==> src/rtl/ram_arbiter_if.sv <==
// Signal bundle joining the RAM arbiter, its CPU and DMA requesters and the RAM.
// slave = arbiter side, master = requester/RAM side.
interface ram_arbiter_if #(
   parameter int ADDR_W = 7,
   parameter int DATA_W = 8
);
   logic              CPU_REQ;
   logic              CPU_WE;
   logic [ADDR_W-1:0] CPU_ADDR;
   logic [DATA_W-1:0] CPU_WDATA;
   logic              CPU_ACK;
   logic [DATA_W-1:0] CPU_RDATA;
   logic              DMA_REQ;
   logic              DMA_WE;
   logic [ADDR_W-1:0] DMA_ADDR;
   logic [DATA_W-1:0] DMA_WDATA;
   logic              DMA_ACK;
   logic [DATA_W-1:0] DMA_RDATA;
   logic              RAM_CS;
   logic              RAM_OE;
   logic              RAM_WE;
   logic [ADDR_W-1:0] RAM_ADDR;
   logic [DATA_W-1:0] RAM_WDATA;
   logic [DATA_W-1:0] RAM_RDATA;
   logic              OWNER;
   logic              BUSY;

   modport slave (
      input  CPU_REQ, CPU_WE, CPU_ADDR, CPU_WDATA,
      input  DMA_REQ, DMA_WE, DMA_ADDR, DMA_WDATA,
      input  RAM_RDATA,
      output CPU_ACK, CPU_RDATA, DMA_ACK, DMA_RDATA,
      output RAM_CS, RAM_OE, RAM_WE, RAM_ADDR, RAM_WDATA,
      output OWNER, BUSY
   );

   modport master (
      output CPU_REQ, CPU_WE, CPU_ADDR, CPU_WDATA,
      output DMA_REQ, DMA_WE, DMA_ADDR, DMA_WDATA,
      output RAM_RDATA,
      input  CPU_ACK, CPU_RDATA, DMA_ACK, DMA_RDATA,
      input  RAM_CS, RAM_OE, RAM_WE, RAM_ADDR, RAM_WDATA,
      input  OWNER, BUSY
   );
endinterface

==> src/rtl/ram_arbiter.sv <==
// Shares one RAM between CPU (fixed priority) and DMA, with bounded DMA starvation.
// Every access runs IDLE -> ACCESS -> DONE; all outputs come from registered state.
module ram_arbiter #(
   parameter int ADDR_W    = 7,
   parameter int DATA_W    = 8,
   parameter int MAX_BURST = 4
) (
   input  logic         CLK,
   input  logic         RST_,
   ram_arbiter_if.slave bus
);
   localparam int               CNT_W     = $clog2(MAX_BURST + 1);
   localparam logic [CNT_W-1:0] BURST_LIM = CNT_W'(MAX_BURST);

   typedef enum logic [1:0] {IDLE, ACCESS, DONE} state_t;

   state_t            state, state_nxt;
   logic              grant, grant_dma;
   logic              we, owner;
   logic [CNT_W-1:0]  starve_cnt;
   logic [ADDR_W-1:0] ram_addr;
   logic [DATA_W-1:0] ram_wdata, cpu_rdata, dma_rdata;

   always_comb begin
      state_nxt = state;
      grant     = 1'b0;
      grant_dma = 1'b0;
      case (state)
         IDLE: begin
            if (bus.CPU_REQ || bus.DMA_REQ) begin
               grant     = 1'b1;
               // DMA wins only when alone or once the CPU has used up its burst
               grant_dma = bus.DMA_REQ && (!bus.CPU_REQ || starve_cnt == BURST_LIM);
               state_nxt = ACCESS;
            end
         end
         ACCESS:  state_nxt = DONE;
         DONE:    state_nxt = IDLE;
         default: state_nxt = IDLE;
      endcase
   end

   always_ff @(posedge CLK) begin
      if (!RST_) begin
         state      <= IDLE;
         starve_cnt <= '0;
         we         <= 1'b0;
         owner      <= 1'b0;
         ram_addr   <= '0;
         ram_wdata  <= '0;
         cpu_rdata  <= '0;
         dma_rdata  <= '0;
      end else begin
         state <= state_nxt;
         if (grant) begin
            owner      <= grant_dma;
            we         <= grant_dma ? bus.DMA_WE    : bus.CPU_WE;
            ram_addr   <= grant_dma ? bus.DMA_ADDR  : bus.CPU_ADDR;
            ram_wdata  <= grant_dma ? bus.DMA_WDATA : bus.CPU_WDATA;
            starve_cnt <= (!grant_dma && bus.DMA_REQ) ? starve_cnt + CNT_W'(1) : '0;
         end
         if (state == ACCESS && !we) begin
            if (owner) dma_rdata <= bus.RAM_RDATA;
            else       cpu_rdata <= bus.RAM_RDATA;
         end
      end
   end

   assign bus.RAM_CS    = (state == ACCESS);
   assign bus.RAM_OE    = (state == ACCESS) && !we;
   assign bus.RAM_WE    = (state == ACCESS) && we;
   assign bus.RAM_ADDR  = ram_addr;
   assign bus.RAM_WDATA = ram_wdata;
   assign bus.CPU_ACK   = (state == DONE) && !owner;
   assign bus.DMA_ACK   = (state == DONE) && owner;
   assign bus.CPU_RDATA = cpu_rdata;
   assign bus.DMA_RDATA = dma_rdata;
   assign bus.OWNER     = owner;
   assign bus.BUSY      = (state != IDLE);
endmodule

==> src/flat_wrapper.sv <==
// flat-port wrapper written by rule: the top's interface ports become plain ports
module ram_arbiter_flat 
#(
   parameter int ADDR_W    = 7,
   parameter int DATA_W    = 8,
   parameter int MAX_BURST = 4
)
  (CLK, RST_, bus_CPU_REQ, bus_CPU_WE, bus_CPU_ADDR, bus_CPU_WDATA, bus_DMA_REQ, bus_DMA_WE, bus_DMA_ADDR, bus_DMA_WDATA, bus_RAM_RDATA, bus_CPU_ACK, bus_CPU_RDATA, bus_DMA_ACK, bus_DMA_RDATA, bus_RAM_CS, bus_RAM_OE, bus_RAM_WE, bus_RAM_ADDR, bus_RAM_WDATA, bus_OWNER, bus_BUSY);
  ram_arbiter_if #(.ADDR_W(ADDR_W), .DATA_W(DATA_W)) bus_i ();
  input  logic CLK;
  input  logic RST_;
  input wire logic [$bits(bus_i.CPU_REQ)-1:0] bus_CPU_REQ;
  input wire logic [$bits(bus_i.CPU_WE)-1:0] bus_CPU_WE;
  input wire logic [$bits(bus_i.CPU_ADDR)-1:0] bus_CPU_ADDR;
  input wire logic [$bits(bus_i.CPU_WDATA)-1:0] bus_CPU_WDATA;
  input wire logic [$bits(bus_i.DMA_REQ)-1:0] bus_DMA_REQ;
  input wire logic [$bits(bus_i.DMA_WE)-1:0] bus_DMA_WE;
  input wire logic [$bits(bus_i.DMA_ADDR)-1:0] bus_DMA_ADDR;
  input wire logic [$bits(bus_i.DMA_WDATA)-1:0] bus_DMA_WDATA;
  input wire logic [$bits(bus_i.RAM_RDATA)-1:0] bus_RAM_RDATA;
  output wire logic [$bits(bus_i.CPU_ACK)-1:0] bus_CPU_ACK;
  output wire logic [$bits(bus_i.CPU_RDATA)-1:0] bus_CPU_RDATA;
  output wire logic [$bits(bus_i.DMA_ACK)-1:0] bus_DMA_ACK;
  output wire logic [$bits(bus_i.DMA_RDATA)-1:0] bus_DMA_RDATA;
  output wire logic [$bits(bus_i.RAM_CS)-1:0] bus_RAM_CS;
  output wire logic [$bits(bus_i.RAM_OE)-1:0] bus_RAM_OE;
  output wire logic [$bits(bus_i.RAM_WE)-1:0] bus_RAM_WE;
  output wire logic [$bits(bus_i.RAM_ADDR)-1:0] bus_RAM_ADDR;
  output wire logic [$bits(bus_i.RAM_WDATA)-1:0] bus_RAM_WDATA;
  output wire logic [$bits(bus_i.OWNER)-1:0] bus_OWNER;
  output wire logic [$bits(bus_i.BUSY)-1:0] bus_BUSY;
  assign bus_i.CPU_REQ = bus_CPU_REQ;
  assign bus_i.CPU_WE = bus_CPU_WE;
  assign bus_i.CPU_ADDR = bus_CPU_ADDR;
  assign bus_i.CPU_WDATA = bus_CPU_WDATA;
  assign bus_i.DMA_REQ = bus_DMA_REQ;
  assign bus_i.DMA_WE = bus_DMA_WE;
  assign bus_i.DMA_ADDR = bus_DMA_ADDR;
  assign bus_i.DMA_WDATA = bus_DMA_WDATA;
  assign bus_i.RAM_RDATA = bus_RAM_RDATA;
  assign bus_CPU_ACK = bus_i.CPU_ACK;
  assign bus_CPU_RDATA = bus_i.CPU_RDATA;
  assign bus_DMA_ACK = bus_i.DMA_ACK;
  assign bus_DMA_RDATA = bus_i.DMA_RDATA;
  assign bus_RAM_CS = bus_i.RAM_CS;
  assign bus_RAM_OE = bus_i.RAM_OE;
  assign bus_RAM_WE = bus_i.RAM_WE;
  assign bus_RAM_ADDR = bus_i.RAM_ADDR;
  assign bus_RAM_WDATA = bus_i.RAM_WDATA;
  assign bus_OWNER = bus_i.OWNER;
  assign bus_BUSY = bus_i.BUSY;
  ram_arbiter #(.ADDR_W(ADDR_W), .DATA_W(DATA_W), .MAX_BURST(MAX_BURST)) u_core (.CLK(CLK), .RST_(RST_), .bus(bus_i));
endmodule
==> config.mk <==
export PLATFORM = sky130hd
export DESIGN_NAME = ram_arbiter_flat
export DESIGN_NICKNAME = d
export VERILOG_FILES = /design/src/rtl/ram_arbiter_if.sv /design/src/rtl/ram_arbiter.sv /design/src/flat_wrapper.sv
export SDC_FILE = /design/constraint.sdc
export NUM_CORES = 1
export LEC_CHECK = 0
export BUFFER_PORTS_ARGS = -buffer_cell sky130_fd_sc_hd__buf_2
export CORE_MARGIN = 2
export CORE_UTILIZATION = 42
export DETAILED_ROUTE_END_ITERATION = 6
export PLACE_DENSITY = 0.74
export SETUP_SLACK_MARGIN = 0.5
export SKIP_LAST_GASP = 1
export SLEW_MARGIN = 20
export SYNTH_ARGS = -nofsm -noshare
export SYNTH_HDL_FRONTEND = slang
export SYNTH_SLANG_ARGS = --single-unit
==> constraint.sdc <==
create_clock -name CLK -period 4.6 [get_ports CLK]
set_input_delay 0.92 -clock CLK [delete_from_list [all_inputs] [get_ports CLK]]
set_output_delay 0.92 -clock CLK [all_outputs]
set_load 0.01 [all_outputs]
# [Yosys cells after proc, flatten, opt, wreduce, memory -nomap -nowiden]
# Cells that the tools add are included.
[classes] bitwise_logic=1 eq_ne=4 n_addsub=1 reduce_logical=16 mux=10
[ops] op="$mux 8" n=1
[ops] op="$mux 7" n=1
[ops] op="$logic_and 1x1->1" n=6
[ops] op="$mux 1" n=5
[ops] op="$logic_not 1->1" n=4
[ops] op="$pmux 2 s2" n=1
[ops] op="$reduce_and 2->1" n=2
[ops] op="$add 3x1->3 const B" n=1
[ops] op="$eq 3x3->1 const B" n=1
[ops] op="$mux 3" n=1
[ops] op="$eq 2x1->1 const B" n=1
[ops] op="$eq 2x2->1 const B" n=1
[ops] op="$logic_not 2->1" n=1
[ops] op="$logic_or 1x1->1" n=2
[ops] op="$mux 2" n=1
[ops] op="$ne 2x1->1 const B" n=1
[ops] op="$reduce_bool 2->1" n=1
[ops] op="$not 1->1" n=1
[totals] inputBits=44 wordCells=40 reg_bits=38

# [Logic depth before layout (Yosys ltp)]
[depth] word_depth=8 depth_mapped=7

# [Worst setup path after synthesis]
# Ideal clock, no wire load.
[synth_timing] path_type="register -> output" startpoint="register u_core.state[0]" endpoint="output port bus_RAM_OE" t_arrival_ns=0.971 stages_incl_launch_ff=4 path_buffers=1 slack_ns=2.709 cell_sequence="dfxtp_1 buf_6 nor2b_1 nor2b_1"
[synth_via] elab_chain_len=2
[synth_rtl] element="from (decl)" line_no="ram_arbiter.sv:17" text="state_t state, state_nxt;"
[synth_rtl] element="from (signal assigned)" line_no="ram_arbiter.sv:54" text="state <= state_nxt;"
[synth_rtl] element="$eq 2x1->1"
[synth_rtl] element="net bus_RAM_CS" line_no="flat_wrapper.sv:25" text="output wire logic [$bits(bus_i.RAM_CS)-1:0] bus_RAM_CS;"
[synth_rtl] element="$logic_and 1x1->1" line_no="ram_arbiter.sv:70" text="assign bus.RAM_OE = (state == ACCESS) && !we;"
[synth_rtl] element="to (decl)" line_no="flat_wrapper.sv:26" text="output wire logic [$bits(bus_i.RAM_OE)-1:0] bus_RAM_OE;"
# The timed path passes the listed nets, and every way through them passes these cells.

# [Worst setup path in the final report]
[layout_timing] startpoint="register u_core.state[1]" endpoint="output port bus_BUSY"
[layout_via] elab_chain_len=1
[layout_rtl] element="$reduce_bool 2->1" line_no="ram_arbiter.sv:79" text="assign bus.BUSY = (state != IDLE);"
[layout_rtl] element="to (decl)" line_no="flat_wrapper.sv:31" text="output wire logic [$bits(bus_i.BUSY)-1:0] bus_BUSY;"
# Every way passes these cells.

==> PnR_summary.wiki <==
{| class="wikitable"
! Metric !! Value
|-
| Worst Slack Setup Final || 2.17 ns
|-
| Dominant synthesized flop cell || sky130_fd_sc_hd__dfxtp_1
|-
| Power Dens Cells || 380 nW/um2
|-
| Flops & latches, synth || 38
|-
| Floorplan Core Area || 3970 um2
|-
| Number of buffers added on ports || 81
|-
| Height of the chip || 68.1 um
|-
| Outcome || finished clean
|-
| Leakage component of the power || 0.976 nW
|-
| Initial cell density of the core || 0.435
|-
| Weighted congestion at the end of routability-driven global placement || 0.685
|-
| Dominant cells by area after synthesis || sky130_fd_sc_hd__dfxtp_1 44%, sky130_fd_sc_hd__a311oi_1 8.1%, sky130_fd_sc_hd__a21oi_1 7.8%
|-
| Type of the worst min-delay path || reg -> reg
|-
| Final setup viols || 0
|-
| Final Hold Violating Endpoints || 0
|-
| Slew Limit Headroom || 0.457
|-
| Sink count of the clock tree || 38
|-
| Max-cap violation count || 0
|-
| Detailed-routing iteration count for the pre-antenna-repair pass || 4
|-
| Gate Count Post-Synth || 196
|-
| Critical-path top delay cell || sky130_fd_sc_hd__dfxtp_1
|-
| Design Area, Final || 2260 um2
|-
| GR Overflow Total || 0
|-
| Post-detailed-route count of antenna-violating nets || 0
|-
| Kind of cell adding the most delay to the critical path || flip-flops
|-
| Number of hold buffers added after CTS || 0
|-
| Critical Path Max Stage Delay || 0.45 ns
|-
| Fillers || 381
|-
| Largest voltage drop on the vdd net || about 210 uV
|-
| Maximum fanout count along the critical path || 19
|-
| H-tree lvl count || 2
|-
| Site Rows || 23
|-
| Worst Path Required || 3.68 ns
|-
| Total CTS buffers || 5
|-
| Setup repair after global routing missed its margin || false
|-
| Max-slew violations || 0
|-
| Fraction of the core area covered by cells at the end of the flow || 0.568
|-
| Setup TNS || 0 ns
|-
| Share of post-route cells with drive strength above 1 || 0.367
|-
| Highest Clock Rate || around 410 MHz
|-
| Min Clock Period, post-route || 2.43 ns
|-
| Number of nets in the layout || 315
|-
| Final total power || 0.000857 W
|-
| Layout area overhead || 30.6%
|-
| Critical path cell sequence || nor2_4 > inv_2 > buf_2
|-
| Worst slack at placement || ~2.3 ns
|-
| PostCTS Resize Cnt || 0
|-
| Width of the die || 68.1 um
|-
| Share of flip-flops with an asynchronous set or reset after synthesis || 0
|-
| Kind of critical path || reg -> out
|-
| GRT Overall Usage || 0.203
|-
| Area enclosed by the die boundary || 4640 um2
|-
| Max Root-Sink Buffers || 2
|-
| Clock insertion delay at the later pin of the skew report || 0.29 ns
|-
| Global-route wire length before repair || 7120 um
|-
| Critical Path Sink Type || output port
|-
| Worst clock skew || 0.00907 ns
|-
| Seq/Total Area, Yosys || 0.440
|-
| Warnings, synthesis || 0
|-
| Number of antenna repair diodes || 0
|-
| Critical Path AT || 1.51 ns
|-
| Post-synth EDFFs || 0
|-
| Via density || 5.40
|-
| Average instance area after synthesis || 8.82 um2
|-
| Portion of the clock cycle consumed by the worst path in the final layout || 0.529
|-
| Detailed placement HPWL || a little under 3000 um
|-
| Via count of the first global-routing pass || 1,591
|-
| Net count after synthesis || 242
|-
| Count of buffer and inverter cells on the critical path || 2
|-
| Buffer cell driving the clock tree root || sky130_fd_sc_hd__clkbuf_8
|-
| Maximum number of pins on one net before global-route repair || 38
|-
| Type of element launching the critical path || flop
|-
| Final routed wire length divided by cell count || roughly 14 um
|-
| Number of DRC violations after detailed routing || 0
|-
| Cell area after placement || 2120 um2
|-
| Overall via count from detail_route || 1,728
|-
| First-iteration detailed-routing DRC count || slightly above 100
|-
| Initial antenna violation count || 0
|-
| Synth Cell Area || ~1700 um2
|-
| Number of distinct library cells after synthesis || 36
|-
| Slew at the pin with the worst max-slew slack || roughly 0.81 ns
|-
| Share of Yosys cell area claimed by the top area cell type || 0.440
|-
| Cell type with the largest total area after synthesis || sky130_fd_sc_hd__dfxtp_1
|-
| Worst-path clk slew || 0.07 ns
|-
| DRT Wirelength || 4370 um
|-
| CTS tree || yes
|-
| I/O pin total || 82
|-
| Postcts setup bufs || 0
|}
-- through the flow --
| stage | instances | hold slack, ns |
|---|---|---|
| detailed placement | 312 | 0.448 |
| floorplan | 196 | 0.470 |
| finish | 320 | 0.458 |
| CTS | 320 | 0.458 |
| global placement | 312 | 0.440 |
| global route | 320 | 0.486 |
-- layout make-up --
cell class,instances,area [um2],share of cell area
multi-input combinational,137,863,0.383
inverter,5,18.8,0.00832
timing repair buffer,82,413,0.183
tap,50,62.6,0.0277
sequential,38,761,0.337
clock buffer,5,68.8,0.0305
clock inverter,3,68.8,0.0305
-- power breakdown --
group          switching, W  internal [W]  leakage (nW)
clock              0.000121      0.000217        0.0683
combinational     0.0000858     0.0000623         0.596
sequential        0.0000181      0.000353         0.312
total              0.000225      0.000633         0.976
-- layout by cell type, fill, tap and decap left out, types with 5 or more instances in the layout --
master | synthesis | final
sky130_fd_sc_hd__nand3_1 | 16 | 16
sky130_fd_sc_hd__nor2_1 | 9 | 9
sky130_fd_sc_hd__o21ai_1 | 10 | 10
sky130_fd_sc_hd__clkbuf_8 | 0 | 5
sky130_fd_sc_hd__a21oi_1 | 27 | 27
sky130_fd_sc_hd__mux2i_1 | 8 | 8
sky130_fd_sc_hd__nand2_1 | 17 | 17
sky130_fd_sc_hd__buf_2 | 7 | 81
sky130_fd_sc_hd__o21ai_0 | 10 | 10
sky130_fd_sc_hd__a311oi_1 | 16 | 16
sky130_fd_sc_hd__dfxtp_1 | 38 | 38
-- path summary, 6_finish.rpt --
kind / startpoint / endpoint / slack, ns / depth (start not counted)
worst max-delay path: u_core.state[1] / bus_BUSY / 2.17 / 3
worst min-delay path: u_core.bus.CPU_RDATA[2] / u_core.bus.CPU_RDATA[2] / 0.46 / 2
worst max register to register: u_core.state[1] / u_core.bus.RAM_WDATA[6] / 2.60 / 4
worst min register to register: u_core.bus.CPU_RDATA[2] / u_core.bus.CPU_RDATA[2] / 0.46 / 2
-- cells by family (layout without fill, tap and decap cells) --
kind of cell,after synthesis,in the layout,share of synthesized area
AOI/OAI and AO/OA,67,67,0.238
muxes,8,8,0.0463
DFF,38,38,0.440
and+or+nand+nor,60,60,0.197
buffers and inverters,21,95,0.0637
adders and majority gates,2,2,0.0145
-- flip-flops by register name, summed over array words and instances, names as in the netlist --
signal,cells
u_core.bus.RAM_WDATA,8
u_core.bus.CPU_RDATA,8
u_core.starve_cnt,3
u_core.bus.DMA_RDATA,8
u_core.bus.OWNER,1
u_core.we,1
u_core.state,2
u_core.bus.RAM_ADDR,7
-- Yosys cell counts, types with 2 or more instances --
master / count
sky130_fd_sc_hd__nand2_1: 17
sky130_fd_sc_hd__inv_2: 2
sky130_fd_sc_hd__dfxtp_1: 38
sky130_fd_sc_hd__a21oi_1: 27
sky130_fd_sc_hd__nor2_1: 9
sky130_fd_sc_hd__mux2i_1: 8
sky130_fd_sc_hd__nand4_1: 2
sky130_fd_sc_hd__ha_1: 2
sky130_fd_sc_hd__and2_1: 2
sky130_fd_sc_hd__clkbuf_1: 4
sky130_fd_sc_hd__buf_4: 2
sky130_fd_sc_hd__buf_2: 7
sky130_fd_sc_hd__nor2b_1: 2
sky130_fd_sc_hd__o21ai_1: 10
sky130_fd_sc_hd__a311oi_1: 16
sky130_fd_sc_hd__nand3_1: 16
sky130_fd_sc_hd__buf_6: 2
sky130_fd_sc_hd__o21ai_0: 10
sky130_fd_sc_hd__inv_1: 3
-- worst min-delay path, cell delays in order (launching register included) --
cell,delay (ns)
sky130_fd_sc_hd__dfxtp_1,0.31
sky130_fd_sc_hd__nand2_1,0.05
sky130_fd_sc_hd__a21oi_1,0.05
-- metal layers --
layer | wire, um | part of all wire | up-vias | GRT usage
met5 | 0 | 0 | - | 0
met4 | 55 | 0.013 | 0 | 0.0675
met3 | 353 | 0.081 | 6 | 0.0625
met2 | 2010 | 0.46 | 72 | 0.352
met1 | 1950 | 0.45 | 784 | 0.236
li1 | - | - | 866 | -
Power figures use the tool's default switching activity.
